## src/rtl/return_address_stack_pkg.sv

```systemverilog
// Shared types and configuration defaults for the return-address stack.
package return_address_stack_pkg;

  // Core configuration record; the RAS sizing fields seed the block parameters.
  typedef struct packed {
    int unsigned ras_depth;
    int unsigned ras_checkpoints;
  } cpu_config_t;

  localparam cpu_config_t DEFAULT_CONFIG = '{ras_depth: 32'd8, ras_checkpoints: 32'd8};

  localparam int unsigned ADDR_W    = 32;
  localparam int unsigned RAS_PTR_W = $clog2(DEFAULT_CONFIG.ras_depth);

  typedef logic [RAS_PTR_W-1:0] ras_ptr_t;
  typedef logic [ADDR_W-1:0]    ras_addr_t;

endpackage

```

## src/rtl/ras_checkpoint_fifo.sv

```systemverilog
// FIFO of stack-pointer snapshots, one per in-flight predicted branch.
module ras_checkpoint_fifo
  import return_address_stack_pkg::*;
#(
  parameter int unsigned DEPTH  = 8,
  parameter int unsigned DATA_W = 3
) (
  input  logic              clk,
  input  logic              rst_n,
  input  logic              push,
  input  logic              pop,
  input  logic              clear,
  input  logic [DATA_W-1:0] wr_data,
  output logic [DATA_W-1:0] rd_data,
  output logic              full,
  output logic              empty
);

  localparam int unsigned IDX_W = $clog2(DEPTH);
  localparam int unsigned CNT_W = IDX_W + 1;

  logic [DATA_W-1:0] mem_q [DEPTH];
  logic [DATA_W-1:0] mem_d [DEPTH];
  logic [IDX_W-1:0]  head_q, head_d;
  logic [IDX_W-1:0]  tail_q, tail_d;
  logic [CNT_W-1:0]  count_q, count_d;
  logic              pop_acc;
  logic              push_acc;

  // A pop on an empty FIFO is ignored; a push into a full FIFO is only taken
  // when a pop in the same cycle frees the slot.
  always_comb begin
    mem_d    = mem_q;
    head_d   = head_q;
    tail_d   = tail_q;
    count_d  = count_q;
    pop_acc  = pop && (count_q != '0);
    push_acc = push && ((count_q != CNT_W'(DEPTH)) || pop_acc);
    if (clear) begin
      head_d  = '0;
      tail_d  = '0;
      count_d = '0;
    end else begin
      if (push_acc) begin
        mem_d[tail_q] = wr_data;
        tail_d        = tail_q + IDX_W'(1);
      end
      if (pop_acc) begin
        head_d = head_q + IDX_W'(1);
      end
      case ({push_acc, pop_acc})
        2'b10:   count_d = count_q + CNT_W'(1);
        2'b01:   count_d = count_q - CNT_W'(1);
        default: count_d = count_q;
      endcase
    end
  end

  // FIFO storage and pointers.
  always_ff @(posedge clk or negedge rst_n) begin
    if (!rst_n) begin
      mem_q   <= '{default: '0};
      head_q  <= '0;
      tail_q  <= '0;
      count_q <= '0;
    end else begin
      mem_q   <= mem_d;
      head_q  <= head_d;
      tail_q  <= tail_d;
      count_q <= count_d;
    end
  end

  assign rd_data = mem_q[head_q];
  assign full    = (count_q == CNT_W'(DEPTH));
  assign empty   = (count_q == '0);

endmodule

```

## src/rtl/return_address_stack.sv

```systemverilog
// Speculative return-address stack with per-branch pointer checkpoints.
module return_address_stack
  import return_address_stack_pkg::*;
#(
  parameter int unsigned RAS_DEPTH   = DEFAULT_CONFIG.ras_depth,
  parameter int unsigned CHECKPOINTS = DEFAULT_CONFIG.ras_checkpoints
) (
  input  logic              clk,
  input  logic              rst_n,
  input  logic              push,
  input  logic              pop,
  input  logic [ADDR_W-1:0] new_addr,
  input  logic              branch_fetched,
  input  logic              branch_retired,
  input  logic              branch_flush,
  output logic [ADDR_W-1:0] addr,
  output logic              checkpoint_full
);

  localparam int unsigned PTR_W = $clog2(RAS_DEPTH);

  logic [ADDR_W-1:0] stack_q [RAS_DEPTH];
  logic [ADDR_W-1:0] stack_d [RAS_DEPTH];
  logic [PTR_W-1:0]  tos_q, tos_d;

  logic             ckpt_push;
  logic             ckpt_pop;
  logic [PTR_W-1:0] ckpt_head;
  logic             ckpt_full;
  logic             ckpt_empty;

  // Next stack state; flush wins and only restores the pointer, never contents.
  always_comb begin
    stack_d = stack_q;
    tos_d   = tos_q;
    if (branch_flush) begin
      if (!ckpt_empty) begin
        tos_d = ckpt_head;
      end
    end else if (push && pop) begin
      stack_d[tos_q] = new_addr;
    end else if (push) begin
      tos_d          = tos_q + PTR_W'(1);
      stack_d[tos_d] = new_addr;
    end else if (pop) begin
      tos_d = tos_q - PTR_W'(1);
    end
  end

  // Stack entries and top-of-stack pointer.
  always_ff @(posedge clk or negedge rst_n) begin
    if (!rst_n) begin
      stack_q <= '{default: '0};
      tos_q   <= '0;
    end else begin
      stack_q <= stack_d;
      tos_q   <= tos_d;
    end
  end

  assign ckpt_push = branch_fetched && !branch_flush;
  assign ckpt_pop  = branch_retired && !branch_flush;

  // Snapshots record the pointer as it will be after this cycle's push/pop.
  ras_checkpoint_fifo #(
    .DEPTH  (CHECKPOINTS),
    .DATA_W (PTR_W)
  ) u_ckpt_fifo (
    .clk     (clk),
    .rst_n   (rst_n),
    .push    (ckpt_push),
    .pop     (ckpt_pop),
    .clear   (branch_flush),
    .wr_data (tos_d),
    .rd_data (ckpt_head),
    .full    (ckpt_full),
    .empty   (ckpt_empty)
  );

  assign addr            = stack_q[tos_q];
  assign checkpoint_full = ckpt_full;

  // Fetch must not over-allocate checkpoints or retire branches it never fetched.
  always_ff @(posedge clk) begin
    if (rst_n && !branch_flush) begin
      assert (!(branch_retired && ckpt_empty))
        else $error("branch_retired with no outstanding checkpoint");
      assert (!(branch_fetched && ckpt_full && !branch_retired))
        else $error("branch_fetched while checkpoint FIFO is full");
    end
  end

endmodule

```

## config.mk

```make
export PLATFORM = sky130hd
export DESIGN_NAME = return_address_stack
export DESIGN_NICKNAME = d
export VERILOG_FILES = /design/src/rtl/return_address_stack_pkg.sv /design/src/rtl/ras_checkpoint_fifo.sv /design/src/rtl/return_address_stack.sv
export SDC_FILE = /design/constraint.sdc
export NUM_CORES = 1
export LEC_CHECK = 0
export CAP_MARGIN = 20
export CORE_MARGIN = 4
export CORE_UTILIZATION = 50
export CTS_CLUSTER_SIZE = 12
export DETAILED_ROUTE_END_ITERATION = 8
export HOLD_SLACK_MARGIN = 0.1
export PLACE_DENSITY_LB_ADDON = 0.05
export SKIP_LAST_GASP = 1
export SLEW_MARGIN = 20
export SYNTH_ARGS = -nofsm -noshare
export SYNTH_HDL_FRONTEND = slang
export SYNTH_SLANG_ARGS = --single-unit
```

## constraint.sdc

```tcl
create_clock -name clk -period 2.4 [get_ports clk]
set_input_delay 0.48 -clock clk [delete_from_list [all_inputs] [get_ports clk]]
set_output_delay 0.48 -clock clk [all_outputs]
set_load 0.03 [all_outputs]
```

### Word-level counts from Yosys, hierarchy flattened

Cells that the tools add are included.

* latch bits: 0
* word-level logic and storage cells: 88
* memories: 0
* input port bits: 39
* ROM bits: 0
* RAM bits: 0
* bits in registers: 293
* output and inout port bits: 33

* multiply operators: 0
* order comparisons: 7
* shifts and indexed selects: 0
* bitwise operators: 5
* divide/modulo/power cells: 0
* multiplexer cells: 28
* reduce and logical (&&, ||, !) cells: 18
* $add $sub $neg: 6
* equality and inequality tests: 4

Operator list (number)
* $bwmux 256: 2
* $mux 256: 2
* $demux 32 s3: 2
* $mux 32: 4
* $bmux 32 s3: 1
* $mux 3: 12
* $bwmux 24: 1
* $ge 4x4->1 const B: 4
* $not 3->4: 4
* $lt 4x1->1 const B: 3
* $add 3x1->3 const B: 3
* $bmux 3 s3: 1
* $demux 3 s3: 1
* $logic_and 1x1->1: 8
* $pmux 4 s2: 1
* $reduce_bool 2->1: 3
* $add 4x1->4 const B: 1
* $eq 4x4->1 const B: 1
* $logic_not 4->1: 1
* $mux 4: 1
* $ne 4x4->1 const B: 1
* $reduce_and 2->1: 2
* $reduce_bool 4->1: 1
* $sub 4x1->4 const B: 1
* other kinds (7): 7

### Depth between registers and ports, before layout

Gate-level depths: netlist of run 1.

* word-level depth: 9
* depth in mapped cells: 9
* mapped depth without buffers: 8

### Modules after synthesis

Synthesis of run 1 repeated with hierarchy kept, for this count alone.

* cells, all modules: 974
* area, all modules: 14293.7 um^2

By module, submodules not included
* return_address_stack: instances 1, sequential area each 6481.2 um^2, cells each 832, area an instance 12480.7 um^2
* ras_checkpoint_fifo: instances 1, sequential area each 850.8 um^2, cells each 142, area an instance 1813.0 um^2

### Worst setup path before layout of run 1

No wires, ideal clock.

* kind: reg-to-reg
* start point: register u_ckpt_fifo.count_q[0]
* end point: register u_ckpt_fifo.count_q[3]
* period minus slack after synthesis: 2615 ps
* buffers on the path: 1
* data arrival time: 2488 ps
* path slack: -215 ps
* stages on the path, launching flop included: 10
* cell sequence: dfrtp_1 > buf_6 > o41ai_2 > or3_1 > inv_1 > ha_1 > o21ai_0 > a2111oi_0 > a221oi_2 > mux2_1

* longest elaborated chain between the ends: 7
* elaborated cells on any way between the ends: 12
* classes of those cells: 2 x add/sub; 3 x eq/ne; 2 x mux; 5 x reduce/logical

RTL lines
* from (decl): RTL line ras_checkpoint_fifo.sv:26 `logic [CNT_W-1:0] count_q, count_d;`
* from (signal assigned): RTL line ras_checkpoint_fifo.sv:70 `count_q <= count_d;`
* $reduce_bool 4->1: RTL line ras_checkpoint_fifo.sv:37 `pop_acc = pop && (count_q != '0);`
* $logic_and 1x1->1: RTL line ras_checkpoint_fifo.sv:37
* $logic_or 1x1->1: RTL line ras_checkpoint_fifo.sv:38 `push_acc = push && ((count_q != CNT_W'(DEPTH)) || pop_acc);`
* $logic_and 1x1->1: RTL line ras_checkpoint_fifo.sv:38
* $eq 2x1->1 / $eq 2x2->1 (equally long branches): RTL line ras_checkpoint_fifo.sv:51 `case ({push_acc, pop_acc})`
* $pmux 4 s2: RTL line ras_checkpoint_fifo.sv:51
* $mux 4: RTL line ras_checkpoint_fifo.sv:39 `if (clear) begin`

Parallel ways exist; a longest one is shown, timed or not.
A chain may end at the register's enable or synchronous reset.

### Final worst setup path of run 1

* start point: register tos_q[1]
* end point: output port addr[29]

* longest elaborated chain between the ends: 4

RTL lines
* from (decl): RTL line return_address_stack.sv:24 `logic [PTR_W-1:0] tos_q, tos_d;`
* from (signal assigned): RTL line return_address_stack.sv:57 `tos_q <= tos_d;`
* $not 3->4 (not written as such): RTL line return_address_stack.sv:80 `assign addr = stack_q[tos_q];`
* $bmux 32 s3: RTL line return_address_stack.sv:80
* $mux 32 (not written as such) (2 in series): RTL line return_address_stack.sv:80
* to (decl): RTL line return_address_stack.sv:16 `output logic [ADDR_W-1:0] addr,`

Every way passes these cells. The select of a mux whose other input is x is not followed.

==> out/metrics.yaml, run 1 <==
status: "complete, but fails checks"
violations: "negative setup slack"
post_drt_via_cell_ratio: 5.93
cts_tree: "done"
drc: 0
hold_violations: 0
synth-main-ff-cell: "dfrtp_1"
wl_per_cell_um: 23.3
synth.yosys.warnings: 0
worstRegToRegCells: 10
fin_crit_ns: 2.73
final_nets: 1227
rr_endpoint: "stack_q[255]"
htreeDepth: 2
crit_path_start_kind: "flip-flop"
drt_iter0_drc: 523
chipHeight_um: 174
sw_frac_of_total: 0.354
worst_hold_path_type: "input pin to async pin"
skew_ns: 0.0141
critPathCaptureType: "output port"
cp_slowest_stage_delay_ns: 0.51
grt_max_degree: 61
ir_worst_vdd_mv: 1.31
firstDrtPassIters: 5
crit_type: "flip-flop to output port"
totalWireLength_mm: 36.0
io_buffers: 71
switchingPower_mw: 9.52
setup_violations: 75
antenna_left: 0
drive_above_1_share: 0.328
clk_pin_slew_ns: 0.06
dieArea_um2: 30300
syn_area_um2: 13800
place_congestion: 0.787
maxCapViolations: 0
routed-via-count: 9175
core-area_um2: 27000
n_antenna_cell: 0
power.internal_mw: 17.3
finalCritPeriodShare: 1.14
post-route-cell-area_um2: 18400
dpl_cell_area_um2: 15800
max_freq_mhz: 367
die_w_um: 174
clockBufferDepth: 3
p_leak_nw: 8.15
rr_startpoint: "tos_q[1]"
numCtsBuffers: 34
synth_edf_count: 0
cp.arrival_ns: 2.25
placedCellCount: 1437
yosysSeqAreaShare: 0.531
numClockSinks: 293
synth-async-reset-ratio: 1.00
hold_ws_ns: 0.467
antenna_found_initial: 0
p_clk_frac: 0.201
start_util: 0.511
powerDensity_nw_per_um2: 1460
crit_slowest_cell: "dfrtp_4"
ff2ff_setup_slack_ns: -0.06
cp_common_cell: "buf_12"
finalSetupTns_ns: -8.73
syn_area_per_cell_um2: 13.7
final.setup.worst_slack_ns: -0.328
slew-limit-headroom: 0.608
dp_hpwl_mm: 21.7
rows: 60
synth_cell_types: 61
clk_latency_ns: 0.51
cts-root-buf: "clkbuf_16"
crit_chain: "buf_12 > mux2_2 > a22oi_2 > a21oi_2 > a221o_1 > buf_12"
rsz0062_at_grt: "true"
critPathMaxFanout: 7
nFillCells: 1926
grt_pass1_vias: 9312
final_util: 0.680
p_seq_frac: 0.314
synth-seq-cells: 293
pre_cts_slack_ns: -0.315
p_comb_frac: 0.485
grt_use_total: 0.229
finalMaxSlewViolations: 0
required_ns: 1.92
ios: 72
power_mw: 26.8
grt_pass1_wl_mm: 54.9
worst_slew_pin_slew_ns: 0.588
syn_inst: 1004
syn_to_final_growth_pct: 33.0
final_cells: 1546
grt-ovfl-total: 0
syn-num-nets: 1049
[state kept, by name, summed over array words and instances, names as in the netlist]
name / flops
u_ckpt_fifo.head_q: 3
stack_q: 256
u_ckpt_fifo.tail_q: 3
u_ckpt_fifo.count_q: 4
u_ckpt_fifo.mem_q: 24
tos_q: 3
[cell usage in the layout, fill, tap and decap left out, types with 6 or more instances in the layout]
cell             synthesis  final
dfrtp_1                293    287
clkbuf_16                0     43
nor2_1                  33     26
a22oi_1                 27     17
a22oi_2                  0     10
o221ai_2                 0      6
mux2_1                 282    279
a21oi_1                 25     18
mux2_4                   3      7
nand3_1                 14     13
mux2i_1                 25     24
clkdlybuf4s50_1          0     37
buf_12                   0     50
mux2_2                  36     35
mux4_2                  16     16
nand2_1                 27     26
a21oi_2                  1      7
clkbuf_1                13      9
buf_4                   15     83
buf_6                    2     23
o21ai_1                  8      8
o22ai_2                  0      8
clkbuf_8                 0      9
a221oi_2                 1     25
[power by group through the flow]
stage                     Combinational [mW]  Sequential, mW  Clock, mW
after floorplan                         6.53            7.97          0
after global placement                  10.5            8.35          0
after detailed placement                10.6            8.45          0
after CTS                               12.1            8.37       5.48
after global routing                    13.9            8.67       5.71
final                                   13.0            8.43       5.39
[critical path: cells and delay by family (launching register included)]
family	cells	cell delay [ns]
flip-flops	1	0.51
buffers and inverters	2	0.31
AO/OA/AOI/OAI	3	0.58
multiplexers	1	0.34
[metal layers]
layer,wire (um),track usage
met4,744,0.0548
met3,1400,0.0363
met1,16500,0.329
met2,17400,0.369
met5,0,0
[repair_timing]
item / CTS / global route
hold buffers: 1 / 0
endpoints found under the hold margin: 37 / 0
gates resized for setup: 104 / 72
buffers inserted: 26 / 15
gates cloned: 3 / 7
setup endpoints to repair: 33 / 298
pin swaps: 23 / 28
[cells by family (layout without fill, tap and decap cells)]
group | after synthesis | in the layout | share of synthesized area
muxes | 362 | 362 | 0.307
DFF | 293 | 293 | 0.531
AOI/OAI and AO/OA | 141 | 141 | 0.0735
and+or+nand+nor | 120 | 120 | 0.0496
buffers and inverters | 74 | 275 | 0.0284
xor gates and xnor gates | 8 | 8 | 0.00508
adders and majority gates | 6 | 6 | 0.00544
[how the worst max path moves through the flow]
stage                                 startpoint                      to  slack, ns  cells past startpoint
after floorplan           u_ckpt_fifo.count_q[1]  u_ckpt_fifo.count_q[3]      -0.02                      9
after detailed placement          branch_retired  u_ckpt_fifo.count_q[3]      -0.31                      9
after CTS                               tos_q[1]                addr[29]      -0.33                      6
after global placement            branch_retired  u_ckpt_fifo.count_q[3]      -0.22                      9
final                                   tos_q[1]                addr[29]      -0.33                      6
after global routing                    tos_q[1]                addr[29]      -0.40                      5
[synthesized netlist by cell type, types with 2 or more instances]
library cell | n | share of area
nand2b_1 | 3 | 0.0014
mux2_4 | 3 | 0.0033
o21ai_2 | 2 | 0.0013
a221oi_1 | 29 | 0.018
xor2_1 | 5 | 0.0032
mux2_1 | 282 | 0.23
nor3_1 | 5 | 0.0018
a221o_1 | 2 | 0.0015
nand3_2 | 4 | 0.0029
o211ai_1 | 2 | 0.0011
nand4_4 | 2 | 0.0031
nand3b_1 | 3 | 0.0016
or3_1 | 2 | 0.00091
nor2_1 | 33 | 0.0090
nor2b_1 | 8 | 0.0036
nand4b_4 | 2 | 0.0034
dfrtp_1 | 293 | 0.53
mux2i_1 | 25 | 0.018
xnor2_1 | 3 | 0.0019
clkbuf_1 | 13 | 0.0035
o2bb2ai_1 | 2 | 0.0013
mux4_2 | 16 | 0.026
o22ai_1 | 12 | 0.0054
nand3_1 | 14 | 0.0051
o21ai_0 | 8 | 0.0029
mux2_2 | 36 | 0.029
nand2_1 | 27 | 0.0073
buf_1 | 4 | 0.0011
buf_2 | 34 | 0.012
a21oi_1 | 25 | 0.0091
o31ai_1 | 2 | 0.0011
buf_4 | 15 | 0.0082
a22oi_1 | 27 | 0.015
a31oi_1 | 4 | 0.0018
and3_1 | 4 | 0.0018
nor4bb_1 | 2 | 0.0015
inv_2 | 2 | 0.00054
and2_1 | 2 | 0.00091
buf_6 | 2 | 0.0016
o21ai_1 | 8 | 0.0029
inv_1 | 4 | 0.0011
o221ai_1 | 9 | 0.0057
ha_1 | 6 | 0.0054
[final cells by class]
cell class	count	area (um^2)	area share
Tap cell	341	427	0.0232
Inverter	6	25.0	0.00136
Multi-Input combinational cell	637	6780	0.369
Clock inverter	4	95.1	0.00518
Timing Repair Buffer	210	2610	0.142
Sequential cell	293	7340	0.400
Clock buffer	55	1080	0.0590
Power figures use the tool's default switching activity.
==> run 2: changes to the inputs <==
--- a/config.mk
+++ b/config.mk
@@ -6,7 +6,7 @@
 export NUM_CORES = 1
 export LEC_CHECK = 0
 export CAP_MARGIN = 20
-export CORE_MARGIN = 4
+export CORE_MARGIN = 2
 export CORE_UTILIZATION = 50
 export CTS_CLUSTER_SIZE = 12
 export DETAILED_ROUTE_END_ITERATION = 8
==> out/metrics.yaml, run 2 (same netlist as run 1, synthesis figures left out) <==
final.setup.worst_slack_ns: -0.323  # +0.00558 ns
power_mw: 26.3  # -2.1%
grt-ovfl-total: 0  # unchanged
violations: "negative setup slack"
dr_wl_met3_mm: 1.30  # -7.0%
grt_max_degree: 57  # -6.6%
hp-start: "stack_q[32]"
clk_latency_ns: 0.50  # about the same
largest_reg_flops: 256  # unchanged
routed-via-count: 9098  # -0.84%
nFillCells: 1952  # +1.3%
finalSetupTns_ns: -8.12  # +0.614 ns
min_path_cells: 1
post_drt_via_cell_ratio: 5.90  # -0.58%
drive_above_1_share: 0.314  # -0.0136
dr_wl_met2_mm: 17.2  # -0.80%
dp_hpwl_mm: 21.4  # -1.3%
rsz0062_at_grt: "true"
final_nets: 1220  # -0.57%
start_util: 0.511  # unchanged
powerDensity_nw_per_um2: 1450  # -0.92%
worstRegToRegCells: 9  # -1
skew_ns: 0.00674  # -0.00735 ns
final_common_cell: "dfrtp_1"
hold_violations: 0  # unchanged
dpl_cell_area_um2: 15800  # +0.19%
crit_path_start_kind: "flip-flop"
drt_iter0_drc: 545  # +4.2%
setup_violations: 32  # -57%
syn_to_final_growth_pct: 31.4
htreeDepth: 2  # unchanged
p_leak_nw: 8.07  # -1.0%
crit_type: "flip-flop to output port"
drc: 0  # unchanged
grt_pass1_wl_mm: 55.0  # +0.29%
clk_pin_slew_ns: 0.06  # about the same
fin_crit_ns: 2.72  # -0.00558 ns
chipHeight_um: 170  # -2.3%
routedLengthMet1_mm: 16.6  # +0.59%
required_ns: 1.92  # about the same
clockBufferDepth: 3  # unchanged
grt_use_total: 0.246  # +0.0173
rows: 60  # unchanged
firstDrtPassIters: 4  # -1
dieArea_um2: 29000  # -4.5%
grt_pass1_vias: 9491  # +1.9%
finalMaxSlewViolations: 0  # unchanged
rr_endpoint: "stack_q[168]"
post-route-cell-area_um2: 18100  # -1.2%
numCtsBuffers: 35  # +2.9%
status: "complete, but fails checks"
worst_slew_pin_slew_ns: 0.487  # -0.102 ns
routed.top_layer: "met4"
ir_worst_vdd_mv: 1.34  # +2.0%
critPathCaptureType: "output port"
place_congestion: 0.805  # +2.3%
worst_hold_path_type: "flip-flop to flip-flop"
finalCritPeriodShare: 1.13  # -0.00233
max_freq_mhz: 367  # +0.20%
holdPathEnd: "stack_q[32]"
final_util: 0.671  # -0.00833
maxCapViolations: 0  # unchanged
cp.arrival_ns: 2.24  # about the same
top_register: "stack_q"
rr_startpoint: "tos_q[1]"
wl_per_cell_um: 23.3  # -0.20%
antenna_left: 0  # unchanged
totalWireLength_mm: 35.9  # -0.46%
antenna_found_initial: 1  # +1
mostFrequentLayoutCells: "289 x dfrtp_1, 272 x mux2_1, 77 x buf_4"
cts_tree: "done"
core-area_um2: 27000  # unchanged
io_buffers: 71  # unchanged
numClockSinks: 293  # unchanged
critPathMaxFanout: 8  # +1
slew-limit-headroom: 0.676  # +0.0677
ff2ff_setup_slack_ns: 0  # +0.06 ns
die_w_um: 170  # -2.3%
ios: 72  # unchanged
reg.largest.list: "stack_q: 256 flops, u_ckpt_fifo.mem_q: 24 flops, u_ckpt_fifo.count_q: 4 flops"
cts-root-buf: "clkbuf_16"
==> run 2: cell types whose count changed in the layout (fill, tap and decap cells not counted), moves of 5 or more <==
cell,previous run,this run
a21oi_2,7,2
buf_4,83,77
clkbuf_8,9,4
mux2_1,279,272
mux2_4,7,13
a21oi_1,18,23
clkinv_2,1,7
==> run 2: metrics by stage <==
step | worst slack (ns) | std cells | hold WS (ns)
global placement | -0.227 | 1441 | 0.453
floorplan | -0.0206 | 1004 | 0.184
CTS | -0.341 | 1528 | 0.484
global route | -0.387 | 1541 | 0.498
finish | -0.323 | 1542 | 0.480
detailed placement | -0.304 | 1441 | 0.450
==> run 2: critical path, cell delays in order (launching register included) <==
cell and delay, ns:
dfrtp_4 0.54, buf_12 0.16, mux2_2 0.34, a22oi_2 0.14, a21oi_2 0.07, a221o_1 0.33, buf_12 0.16
==> run 2: layout make-up <==
type,count,area [um^2],area share
Antenna cell,1,2.50,0.000138
Clock buffer,53,1030,0.0566
Clock inverter,9,73.8,0.00407
Inverter,6,25.0,0.00138
Multi-Input combinational cell,637,6710,0.370
Sequential cell,293,7340,0.405
Tap cell,341,427,0.0235
Timing Repair Buffer,202,2530,0.140
==> run 2: repair_timing <==
action	4_1_cts	5_1_grt
pin swaps	20	23
endpoints found under the hold margin	49	0
resized for setup	89	68
setup endpoints to repair	33	140
cloned	4	8
setup buffers	20	6
hold buffers	1	0
==> run 2: worst max-delay path by stage <==
stage                                       from                      to  depth (start not counted)
after floorplan           u_ckpt_fifo.count_q[1]  u_ckpt_fifo.count_q[3]                          9
after global placement            branch_retired  u_ckpt_fifo.count_q[3]                          9
after detailed placement          branch_retired  u_ckpt_fifo.count_q[3]                          9
after CTS                               tos_q[1]                addr[29]                          6
after global routing                    tos_q[1]                addr[29]                          6
final                                   tos_q[1]                addr[29]                          6
==> run 2: report_power, final <==
group | internal, mW | switching [mW]
Combinational | 6.59 | 6.13
Sequential | 7.20 | 1.29
Clock | 3.06 | 2.00
Total | 16.8 | 9.42
==> run 2: routing by layer <==
metal | track usage | vias to the layer above
met5 | 0 | -
met2 | 0.406 | 172
met4 | 0.0702 | 0
met3 | 0.0353 | 49
li1 | - | 4118
met1 | 0.341 | 4759
